===== config.mk =====
export PLATFORM = sky130hd
export DESIGN_NAME = instr_sequencer
export DESIGN_NICKNAME = d
export VERILOG_FILES = /design/src/rtl/instr_sequencer.sv
export SDC_FILE = /design/constraint.sdc
export NUM_CORES = 1
export LEC_CHECK = 0
export BUFFER_PORTS_ARGS = -buffer_cell sky130_fd_sc_hd__buf_2
export CORE_UTILIZATION = 46
export CTS_CLUSTER_DIAMETER = 80
export CTS_CLUSTER_SIZE = 10
export DETAILED_ROUTE_END_ITERATION = 6
export PLACE_DENSITY = 0.75
export SYNTH_ARGS = -nofsm -noshare
export SYNTH_HDL_FRONTEND = slang
export SYNTH_SLANG_ARGS = --single-unit

===== constraint.sdc =====
create_clock -name clk -period 2.17 [get_ports clk]
set_input_delay 0.1085 -clock clk [delete_from_list [all_inputs] [get_ports clk]]
set_output_delay 0.1085 -clock clk [all_outputs]
set_load 0.05 [all_outputs]

===== src/rtl/instr_sequencer.sv =====
// Instruction sequencer: fetches a contiguous run of instruction words from
// instruction memory and drives each one to the datapath for a single commit.
module instr_sequencer #(
    parameter int IMEM_AW = 8,
    parameter int CNT_W   = 16
) (
    input  logic               clk,
    input  logic               rst,
    input  logic               start,
    input  logic [IMEM_AW-1:0] base_addr,
    input  logic [IMEM_AW:0]   length,
    input  logic               abort,
    input  logic               stall,
    output logic               imem_req,
    output logic [IMEM_AW-1:0] imem_addr,
    input  logic               imem_ack,
    input  logic [31:0]        imem_rdata,
    output logic [31:0]        instr,
    output logic               we,
    output logic               busy,
    output logic               done,
    output logic [CNT_W-1:0]   retired
);

    typedef enum logic [1:0] {
        IDLE  = 2'd0,
        FETCH = 2'd1,
        EXEC  = 2'd2,
        DONE  = 2'd3
    } state_t;

    state_t             state;
    logic [IMEM_AW-1:0] pc;
    logic [IMEM_AW:0]   remaining;
    logic               commit;

    // Commit is the only path that must react to stall/abort within the cycle.
    assign commit    = (state == EXEC) && !stall && !abort;

    assign we        = commit;
    assign imem_req  = (state == FETCH);
    assign imem_addr = pc;
    assign busy      = (state != IDLE);
    assign done      = (state == DONE);

    always_ff @(posedge clk) begin
        if (rst) begin
            state     <= IDLE;
            pc        <= '0;
            remaining <= '0;
            retired   <= '0;
            instr     <= '0;
        end else if (abort) begin
            state <= IDLE;
        end else begin
            case (state)
                IDLE: begin
                    if (start) begin
                        retired <= '0;
                        if (length != '0) begin
                            pc        <= base_addr;
                            remaining <= length;
                            state     <= FETCH;
                        end else begin
                            state <= DONE;
                        end
                    end
                end
                FETCH: begin
                    if (imem_ack) begin
                        instr <= imem_rdata;
                        state <= EXEC;
                    end
                end
                EXEC: begin
                    if (!stall) begin
                        if (retired != '1) begin
                            retired <= retired + 1'b1;
                        end
                        remaining <= remaining - 1'b1;
                        pc        <= pc + 1'b1;
                        if (remaining == (IMEM_AW+1)'(1)) begin
                            state <= DONE;
                        end else begin
                            state <= FETCH;
                        end
                    end
                end
                DONE: begin
                    state <= IDLE;
                end
                default: begin
                    state <= IDLE;
                end
            endcase
        end
    end

endmodule


==> reports/summary.txt, run 1 <==
Power Internal - 1.92 mW
Crit path time final - 2.02 ns
Status - complete, no violations
Hold endpoint - instr[16]
Number of endpoints failing setup at the final stage - 0
CTS Buffer Depth - 2
Core footprint - 0.00691 mm²
RSZ-0062 raised after global routing - no
Synth top area share - 0.400
Critical path's slowest cell - dfxtp_1
Initial antenna violation count - 0
Met2 global-route usage - 0.417
H-tree levels - 3
Cells after Synth - 426
Req. time, crit path - 2.06 ns
Total CTS buffers - 9
Syn avg cell area - 7.88 µm²
Drt drc - 0
Die Y - 87.4 µm
Placed inst area - 0.00408 mm²
Layout cells sized above 1 - 0.287
EDFF count, synth - 0
Clock Power Share - 0.392
Drt first pass iters - 5
Gr usage total - 0.257
Worst skew pair latency - 0.35 ns
Die Footprint - 0.00764 mm²
Rel. slew slack - 0.602
Post-synth top area cell - dfxtp_1
Vias per cell - 5.78
First-pass GRT wire length - 15600 µm
Max Clk Rate - 495 MHz
Crit path buf inv count - 3
WHS - 0.00839 ns
Critical path class - reg -> out
Netlist Area Pre-Place - 0.00336 mm²
R2R depth - 5
Number of global-route vias before repair - 3328
PwrDens - 599 mW/mm²
Area Growth Syn to Fin - 32.8%
Top post-synthesis cells by area - dfxtp_1 (40%), nand2_1 (9.7%), a21oi_1 (7.6%)
Cell family with most CP delay - buffers and inverters
Instance count on the critical path - 6
Worst path arrival time - 1.91 ns
RR Endpoint - retired[14]
Placer congestion estimate - 0.878
Grt peak-use layer - met2
Ports - 115
DR WL/cell - 15.3 µm
Yosys warning count - 0
Switching share of power - 0.280
Final WL - 10000 µm
Final instance area - 0.00446 mm²
GRT Residual Overflow - 0
# fillers - 632
Logic pwr share - 0.129
Detail Placement HPWL - 6920 µm
Routed Antenna Nets - 0
Row Count - 30
NumNets Final - 615
Hold Crit Depth - 3
Crit Reg-Reg Startpoint - retired[0]
Met1 usage - 0.329
Clock Skew - 0.00693 ns
Switching pwr - 749 µW
Non-filler cells, final - 657
Sink Count - 67
CTS root buffer - clkbuf_8
Die Wd - 87.4 µm
Startpoint types - flip-flop
CTS tree - built
Ys flop type - dfxtp_1
Starting Density - 0.486
Crit. End Element - output pin
Unique masters post-synth - 55
CTS clk-pin slew, worst paths - 0.07 ns
Maximum vdd drop - 0.000377 V
FF+latch count, synth - 67
Met3 usage - 0.0493
CP max stage delay - 0.32 ns
CP Max Fanout - 19
Fraction of registers with async set/reset - 0
Largest net degree at the start of global routing - 45
R2R setup slack - 0.24 ns
Diodes inserted - 0
Worst Max-Slew Pin Slew - 0.596 ns
Hold Crit Start - imem_rdata[16]
Sum Neg Setup Slack - 0 ns
Flop pwr share - 0.479
Placed insts - 624
Final Cycle Share - 0.931
Pleak - 1.85 nW
MaxCap Viol Count - 0
Hold crit path type - in -> reg
Post-Syn Nets - 485
Via Count - 3800
Tot Pwr - 2.67 mW
Final hold violation count - 0
I/O Buffers - 114
Register area share after synthesis - 0.400
Initial drt markers - 264
Worst-path cell chain - buf_4 > nor2_1 > o21ai_1 > buf_4 > nor2_1 > buf_2
Slew Limit Fails - 0
[per-stage QoR]
step / setup slack (ns) / utilization
finish: 0.151 / 0.646
global route: 0.0323 / 0.646
CTS: 0.109 / 0.645
detailed placement: 0.206 / 0.591
global placement: 0.272 / 0.591
floorplan: 0.0299 / -
[final cells by class]
cell class                 instances  area, µm²  share of cell area
inverter                           8       30.0             0.00673
clock inverter                     7       77.6              0.0174
clock buffer                       9        124              0.0278
timing repair buffer             150        896               0.201
tap                               96        120              0.0269
multi-input combinational        320       1870               0.419
sequential                        67       1350               0.302
[cells in the mapped netlist (all sizes together) (6+ instances only)]
library cell and instances:
nand2 87, dfxtp 67, a21oi 52, clkbuf 20, nor2 20, o311ai 14, buf 11, nand3 11
o31ai 11, and3 9, nor3 9, a211oi 8, a31oi 8, inv 8, nor2b 8, nor4 6
[worst max-delay path by stage]
stage             endpoint       start  slack (ns)
6_report                we    state[0]        0.15
5_1_grt                 we    state[0]        0.03
4_1_cts                 we    state[1]        0.11
3_5_place_dp   retired[14]    state[1]        0.21
3_3_place_gp   retired[14]    state[1]        0.27
2_1_floorplan  retired[14]  retired[2]        0.03
[tightest hold or removal path, cell delays in order]
cell     delay (ns)
buf_2          0.10
nand2_1        0.05
a21oi_1        0.05
[cell usage in the layout, fill, tap and decap left out, types with 5 or more instances in the layout]
cell and instances:
a31oi_1 8, nor2b_1 6, a211oi_1 8, and3_1 9, inv_1 8, dlygate4sd3_1 17, nor2_1 20, nor3_1 9
a21oi_1 51, dfxtp_1 64, clkbuf_8 9, nand2_1 87, o31ai_1 11, nand3_1 11, o311ai_0 14, buf_4 18
o41ai_1 5, buf_2 114, nand4_1 5, nor4_1 5
[cell families (layout without fill, tap and decap cells)]
logic type,count (synthesis),count (layout),synth area share
adders and majority gates,4,4,0.0149
buffers and inverters,39,174,0.0477
muxes,2,2,0.00596
and+or+nand+nor,182,182,0.264
DFF,67,67,0.400
AOI/OAI and AO/OA,132,132,0.268
[power groups by stage]
stage	Sequential, mW	Clock (mW)	Combinational [mW]
floorplan	1.36	0	0.140
global placement	1.31	0	0.311
detailed placement	1.31	0	0.317
CTS	1.28	1.06	0.343
global route	1.28	1.12	0.370
finish	1.28	1.05	0.345
[timing repair]
item / 4_1_cts / 5_1_grt
hold endpoints to repair: 17 / 0
endpoints found under the setup margin: 1 / 1
buffers inserted: 0 / 0
resized for setup: 1 / 1
hold buffers: 17 / 0
[routing by layer]
metal	wire length, µm	vias to the layer above
met5	0	-
met4	178	0
met3	785	19
met2	4780	189
met1	4280	1751
li1	-	1841
[registers in the layout, summed over array words and instances, names as in the netlist]
signal	flops
imem_addr	8
instr	32
remaining	9
retired	16
state	2
Power figures use the tool's default switching activity.
==> run 2: changes to the inputs <==
- ABC_AREA: default -> 1
- GPL_TIMING_DRIVEN: default -> 0
- RECOVER_POWER: default -> 50
==> run 2 against run 1 <==
Against the previous run: clock-buffer cell count did not move; synthesized area increased by 0.97%; die area grew 0.95%; clock skew is 0.0020 ns higher; largest power group unchanged; via count increased by 2.7%; critical path type is now reg -> reg; global-route usage rose by 0.65 points.
==> reports/summary.txt, run 2 <==
PwrDens - 618 mW/mm²
Vias per cell - 5.04
Final hold violation count - 0
Met2 WL post-DR - 4810 µm
Post-CTS setup repair buffer count - 0
Non-filler cells, final - 774
RSZ-0062 raised after global routing - no
Gr usage total - 0.263
Sink Count - 67
# fillers - 675
Worst Max-Slew Pin Slew - 0.626 ns
Synth top area share - 0.396
Power Internal - 1.92 mW
Netlist Area Pre-Place - 0.00339 mm²
Crit. End Element - flip-flop
GRT Residual Overflow - 0
Flop pwr share - 0.473
Ys flop type - dfxtp_1
Fraction of registers with async set/reset - 0
Unique masters post-synth - 30
Die Y - 87.8 µm
Ports - 115
Worst skew pair latency - 0.34 ns
NumNets Final - 733
Post-synth top cells - nor2_1 (135), nand2_1 (107), dfxtp_1 (67), o21ai_0 (59), inv_1 (50)
Die Wd - 87.8 µm
Detail Placement HPWL - 6850 µm
Drt first pass iters - 5
Total CTS buffers - 9
Pleak - 1.93 nW
Row Count - 30
Rel. slew slack - 0.585
Met1 WL - 4320 µm
Slew Limit Fails - 0
DR WL/cell - 12.9 µm
Critical path class - reg -> reg
Switching share of power - 0.294
Crit path to - imem_addr[1]
Cells after Synth - 528
Setup crit start - state[1]
Logic pwr share - 0.149
Most frequent cell after synthesis - nor2_1
Startpoint types - flip-flop
CTS clk-pin slew, worst paths - 0.08 ns
Initial antenna violation count - 0
Final WL - 9950 µm
Starting Density - 0.488
Status - complete, no violations
Via Count - 3904
First-pass GRT wire length - 15800 µm
Most common cell after layout, fill and taps aside - nor2_1
Top post-synthesis cells by area - dfxtp_1 (40%), nor2_1 (15%), nand2_1 (12%)
Routed Antenna Nets - 0
Largest net degree at the start of global routing - 13
Worst path arrival time - 2.16 ns
Number of endpoints failing setup at the final stage - 0
H-tree levels - 3
Diodes inserted - 0
Cts repair resizes - 0
Post-Syn Nets - 587
Crit path time final - 1.93 ns
Post-synth top area cell - dfxtp_1
Die Footprint - 0.00772 mm²
Sum Neg Setup Slack - 0 ns
Yosys warning count - 0
Highest metal used - met4
Register area share after synthesis - 0.396
Req. time, crit path - 2.40 ns
Placer congestion estimate - 0.903
Drt drc - 0
Max reg flops - 32
Initial drt markers - 217
Core footprint - 0.00694 mm²
Syn avg cell area - 6.42 µm²
Switching pwr - 802 µW
WHS - 0.00707 ns
Tot Pwr - 2.73 mW
Placed insts - 737
Max Clk Rate - 519 MHz
CTS Buffer Depth - 2
Crit Reg-Reg Startpoint - state[1]
FF+latch count, synth - 67
Top Registers - instr: 32 flops, retired: 16 flops, remaining: 9 flops
EDFF count, synth - 0
Clock Skew - 0.00891 ns
Area Growth Syn to Fin - 30.1%
CTS tree - built
R2R setup slack - 0.24 ns
CTS root buffer - clkbuf_8
Clock Power Share - 0.378
Commonest non-fill, non-tap cells in the layout - nor2_1 (135), nand2_1 (108), clkbuf_1 (72), dfxtp_1 (67)
Layout cells sized above 1 - 0.137
Final Cycle Share - 0.888
Hold crit path type - in -> reg
RR Endpoint - imem_addr[1]
Routed wl met3 - 716 µm
Largest Register - instr
CP Max Fanout - 10
Number of global-route vias before repair - 3620
R2R depth - 8
Maximum vdd drop - 0.000464 V
MaxCap Viol Count - 0
I/O Buffers - 113
[run 2: cell count changes after synthesis, moves of 6 or more]
| cell | previous run | this run |
|---|---|---|
| o21ai_0 | 3 | 59 |
| a21oi_1 | 51 | 19 |
| and3_1 | 9 | 0 |
| nand3_1 | 11 | 30 |
| nand2_1 | 87 | 107 |
| inv_1 | 8 | 50 |
| o31ai_1 | 11 | 0 |
| a211oi_1 | 8 | 0 |
| o311ai_0 | 14 | 0 |
| a31oi_1 | 8 | 2 |
| nor2b_1 | 8 | 0 |
| clkbuf_1 | 20 | 12 |
| nand2_2 | 0 | 6 |
| nor2_1 | 20 | 135 |
[run 2: area by class of cell]
type | count | area, µm² | area share
clock buffer | 9 | 124 | 0.0281
sequential | 67 | 1340 | 0.304
multi-input combinational | 389 | 1760 | 0.398
timing repair buffer | 135 | 712 | 0.161
buffer | 19 | 88.8 | 0.0201
tap | 96 | 120 | 0.0272
clock inverter | 6 | 67.6 | 0.0153
inverter | 53 | 200 | 0.0454
[run 2: worst min path at each step]
stage / slack [ns] / cells past startpoint / start / end
2_1_floorplan: 0.24 / 2 / imem_rdata[0] / instr[0]
3_3_place_gp: 0.33 / 3 / imem_rdata[21] / instr[21]
3_5_place_dp: 0.34 / 3 / imem_rdata[16] / instr[16]
4_1_cts: 0.00003 / 3 / imem_rdata[13] / instr[13]
5_1_grt: 0.01 / 3 / imem_rdata[19] / instr[19]
6_report: 0.007 / 3 / imem_rdata[13] / instr[13]
[run 2: cells by family (layout without fill, tap and decap cells)]
logic type                 count (synthesis)  after routing  share of synthesized area
AOI/OAI and AO/OA                         89             89                      0.141
and+or+nand+nor                          295            295                      0.360
DFF                                       67             67                      0.396
xor gates and xnor gates                   1              1                    0.00258
adders and majority gates                  4              4                     0.0148
buffers and inverters                     72            222                     0.0856
[run 2: critical path, stage by stage, from the launching register on]
cell and delay [ns]:
dfxtp_1 0.45, inv_2 0.10, o21ai_2 0.16, nand2_1 0.16, nor2_8 0.21, nand2_4 0.14
clkbuf_1 0.30, o21ai_0 0.25, nor2_1 0.06
[run 2: metal layers]
metal  vias up  global-route usage
li1       1970                   -
met1      1767               0.316
met2       156               0.461
met3        11              0.0537
met4         0               0.101
met5         -                   0
[run 2: stage by stage]
step,area (µm²),setup slack (ns),util
6_report,4410,0.243,0.635
5_1_grt,4410,0.128,0.635
4_1_cts,4490,0.291,0.646
3_5_place_dp,4080,0.324,0.587
3_3_place_gp,4080,0.375,0.587
2_1_floorplan,3390,0.118,-
[run 2: what timing repair did]
| item | 4_1_cts | 5_1_grt |
|---|---|---|
| hold buffers | 22 | 0 |
| endpoints found under the hold margin | 22 | 0 |
| endpoints found under the setup margin | 0 | 0 |
[run 2: power by group through the flow]
| stage | Combinational [mW] | Clock [mW] | Sequential [mW] |
|---|---|---|---|
| 3_3_place_gp | 0.370 | 0 | 1.32 |
| 5_1_grt | 0.440 | 1.10 | 1.29 |
| 4_1_cts | 0.408 | 1.04 | 1.29 |
| 2_1_floorplan | 0.172 | 0 | 1.39 |
| 3_5_place_dp | 0.377 | 0 | 1.32 |
| 6_report | 0.406 | 1.03 | 1.29 |
==> run 3: changes to the inputs <==
- ABC_AREA: 1 -> default
==> run 3 against run 2 <==
Against the previous run: largest cell class unchanged; core utilization grew 0.44 points; combinational power shrank 15%; critical path type is now reg -> out; clock-buffer cell count is the same; non-clock buffer count grew 10; via count grew 1.0%; sequential share of layout area is essentially flat.
==> reports/summary.txt, run 3 (synthesis results as in run 1) <==
Hold endpoint - instr[17]
Largest net degree at the start of global routing - 15
Layout cells sized above 1 - 0.165
Most common cell after layout, fill and taps aside - nand2_1
CTS Buffer Depth - 2
Hold Crit Depth - 3
Final WL - 10700 µm
MaxCap Viol Count - 0
Final instance area - 0.00442 mm²
Req. time, crit path - 2.06 ns
R2R setup slack - 0.11 ns
Commonest non-fill, non-tap cells in the layout - nand2_1 (87), clkbuf_1 (75), dfxtp_1 (65), buf_2 (61), a21oi_1 (51)
Max reg flops - 32
Placer congestion estimate - 0.981
Crit Reg-Reg Startpoint - retired[0]
First-pass GRT wire length - 16300 µm
Max Clk Rate - 479 MHz
Die Footprint - 0.00764 mm²
R2R depth - 5
CTS tree - built
Largest Register - instr
Crit path time final - 2.09 ns
CTS clk-pin slew, worst paths - 0.08 ns
Gr usage total - 0.273
Worst Max-Slew Pin Slew - 0.794 ns
Worst path arrival time - 1.98 ns
CTS root buffer - clkbuf_8
Final Cycle Share - 0.961
Starting Density - 0.486
GRT Residual Overflow - 0
Row Count - 30
Placed inst area - 0.00405 mm²
Final hold violation count - 0
I/O Buffers - 113
Number of global-route vias before repair - 3421
Sum Neg Setup Slack - 0 ns
Clock Skew - 0.0116 ns
H-tree levels - 3
Vias per cell - 5.88
Drt first pass iters - 5
Number of endpoints failing setup at the final stage - 0
Via Count - 3944
RSZ-0062 raised after global routing - no
Hold crit path type - in -> reg
RR Endpoint - retired[14]
NumNets Final - 629
Tot Pwr - 2.72 mW
Sink Count - 67
Slew Limit Fails - 0
Die Y - 87.4 µm
Status - complete, no violations
Routed Antenna Nets - 0
Maximum vdd drop - 0.000329 V
Area Growth Syn to Fin - 31.5%
Critical path class - reg -> out
Total CTS buffers - 9
Die Wd - 87.4 µm
Post-CTS setup repair buffer count - 0
WHS - 0.00696 ns
CP Max Fanout - 10
Detail Placement HPWL - 7380 µm
Diodes inserted - 0
DR WL/cell - 16.0 µm
Initial antenna violation count - 0
Crit. End Element - output pin
Ports - 115
Drt drc - 0
PwrDens - 616 mW/mm²
Core footprint - 0.00691 mm²
Startpoint types - flip-flop
Worst skew pair latency - 0.35 ns
Hold Crit Start - imem_rdata[17]
Rel. slew slack - 0.457
Pleak - 1.60 nW
Initial drt markers - 297
Top Registers - instr: 32 flops, retired: 16 flops, remaining: 9 flops
==> run 3: worst max-delay path: stages, from the launching register on <==
cell and delay [ns]:
dfxtp_1 0.40, clkbuf_2 0.23, nor2_1 0.10, o21ai_1 0.28, buf_2 0.33, nor2_1 0.08, clkbuf_4 0.22
==> run 3: stage by stage <==
step,std cells,setup slack (ns),util
2_1_floorplan,426,0.0299,-
3_3_place_gp,635,0.0502,0.586
3_5_place_dp,635,0.0439,0.586
4_1_cts,672,0.0625,0.647
5_1_grt,671,0.0236,0.639
6_report,671,0.0842,0.639
==> run 3: report_power, final <==
| group | total [mW] | switching [mW] | internal, mW |
|---|---|---|---|
| Sequential | 1.28 | 0.0263 | 1.25 |
| Combinational | 0.347 | 0.221 | 0.125 |
| Clock | 1.09 | 0.541 | 0.550 |
==> run 3: what timing repair did <==
action	CTS	global route
gates resized for setup	2	10
hold buffers	21	0
pin swaps	0	1
setup endpoints to repair	1	26
endpoints found under the hold margin	21	0
==> run 3: worst max path at each step <==
| stage | from | end | slack (ns) | cells after the start |
|---|---|---|---|---|
| final | state[0] | we | 0.08 | 6 |
| after global routing | state[0] | we | 0.02 | 6 |
| after CTS | retired[6] | retired[0] | 0.06 | 5 |
| after detailed placement | state[0] | remaining[1] | 0.04 | 7 |
| after global placement | state[0] | remaining[1] | 0.05 | 7 |
| after floorplan | retired[2] | retired[14] | 0.03 | 4 |
==> run 3: routing by layer <==
metal	part of all wire	GRT usage	routed length, µm	up-vias
li1	-	-	-	1885
met1	0.43	0.362	4620	1812
met2	0.46	0.444	4980	218
met3	0.086	0.0474	926	29
met4	0.019	0.101	208	0
met5	0	0	0	-
==> run 3: layout make-up <==
type                            instances  area (µm²)
Multi-Input combinational cell        320        1870
Fill cell                             667        2490
Sequential cell                        67        1340
Timing Repair Buffer                  134         706
Tap cell                               96         120
Buffer                                 30         134
Inverter                                8        30.0
Clock buffer                            9         124
Clock inverter                          7        83.8
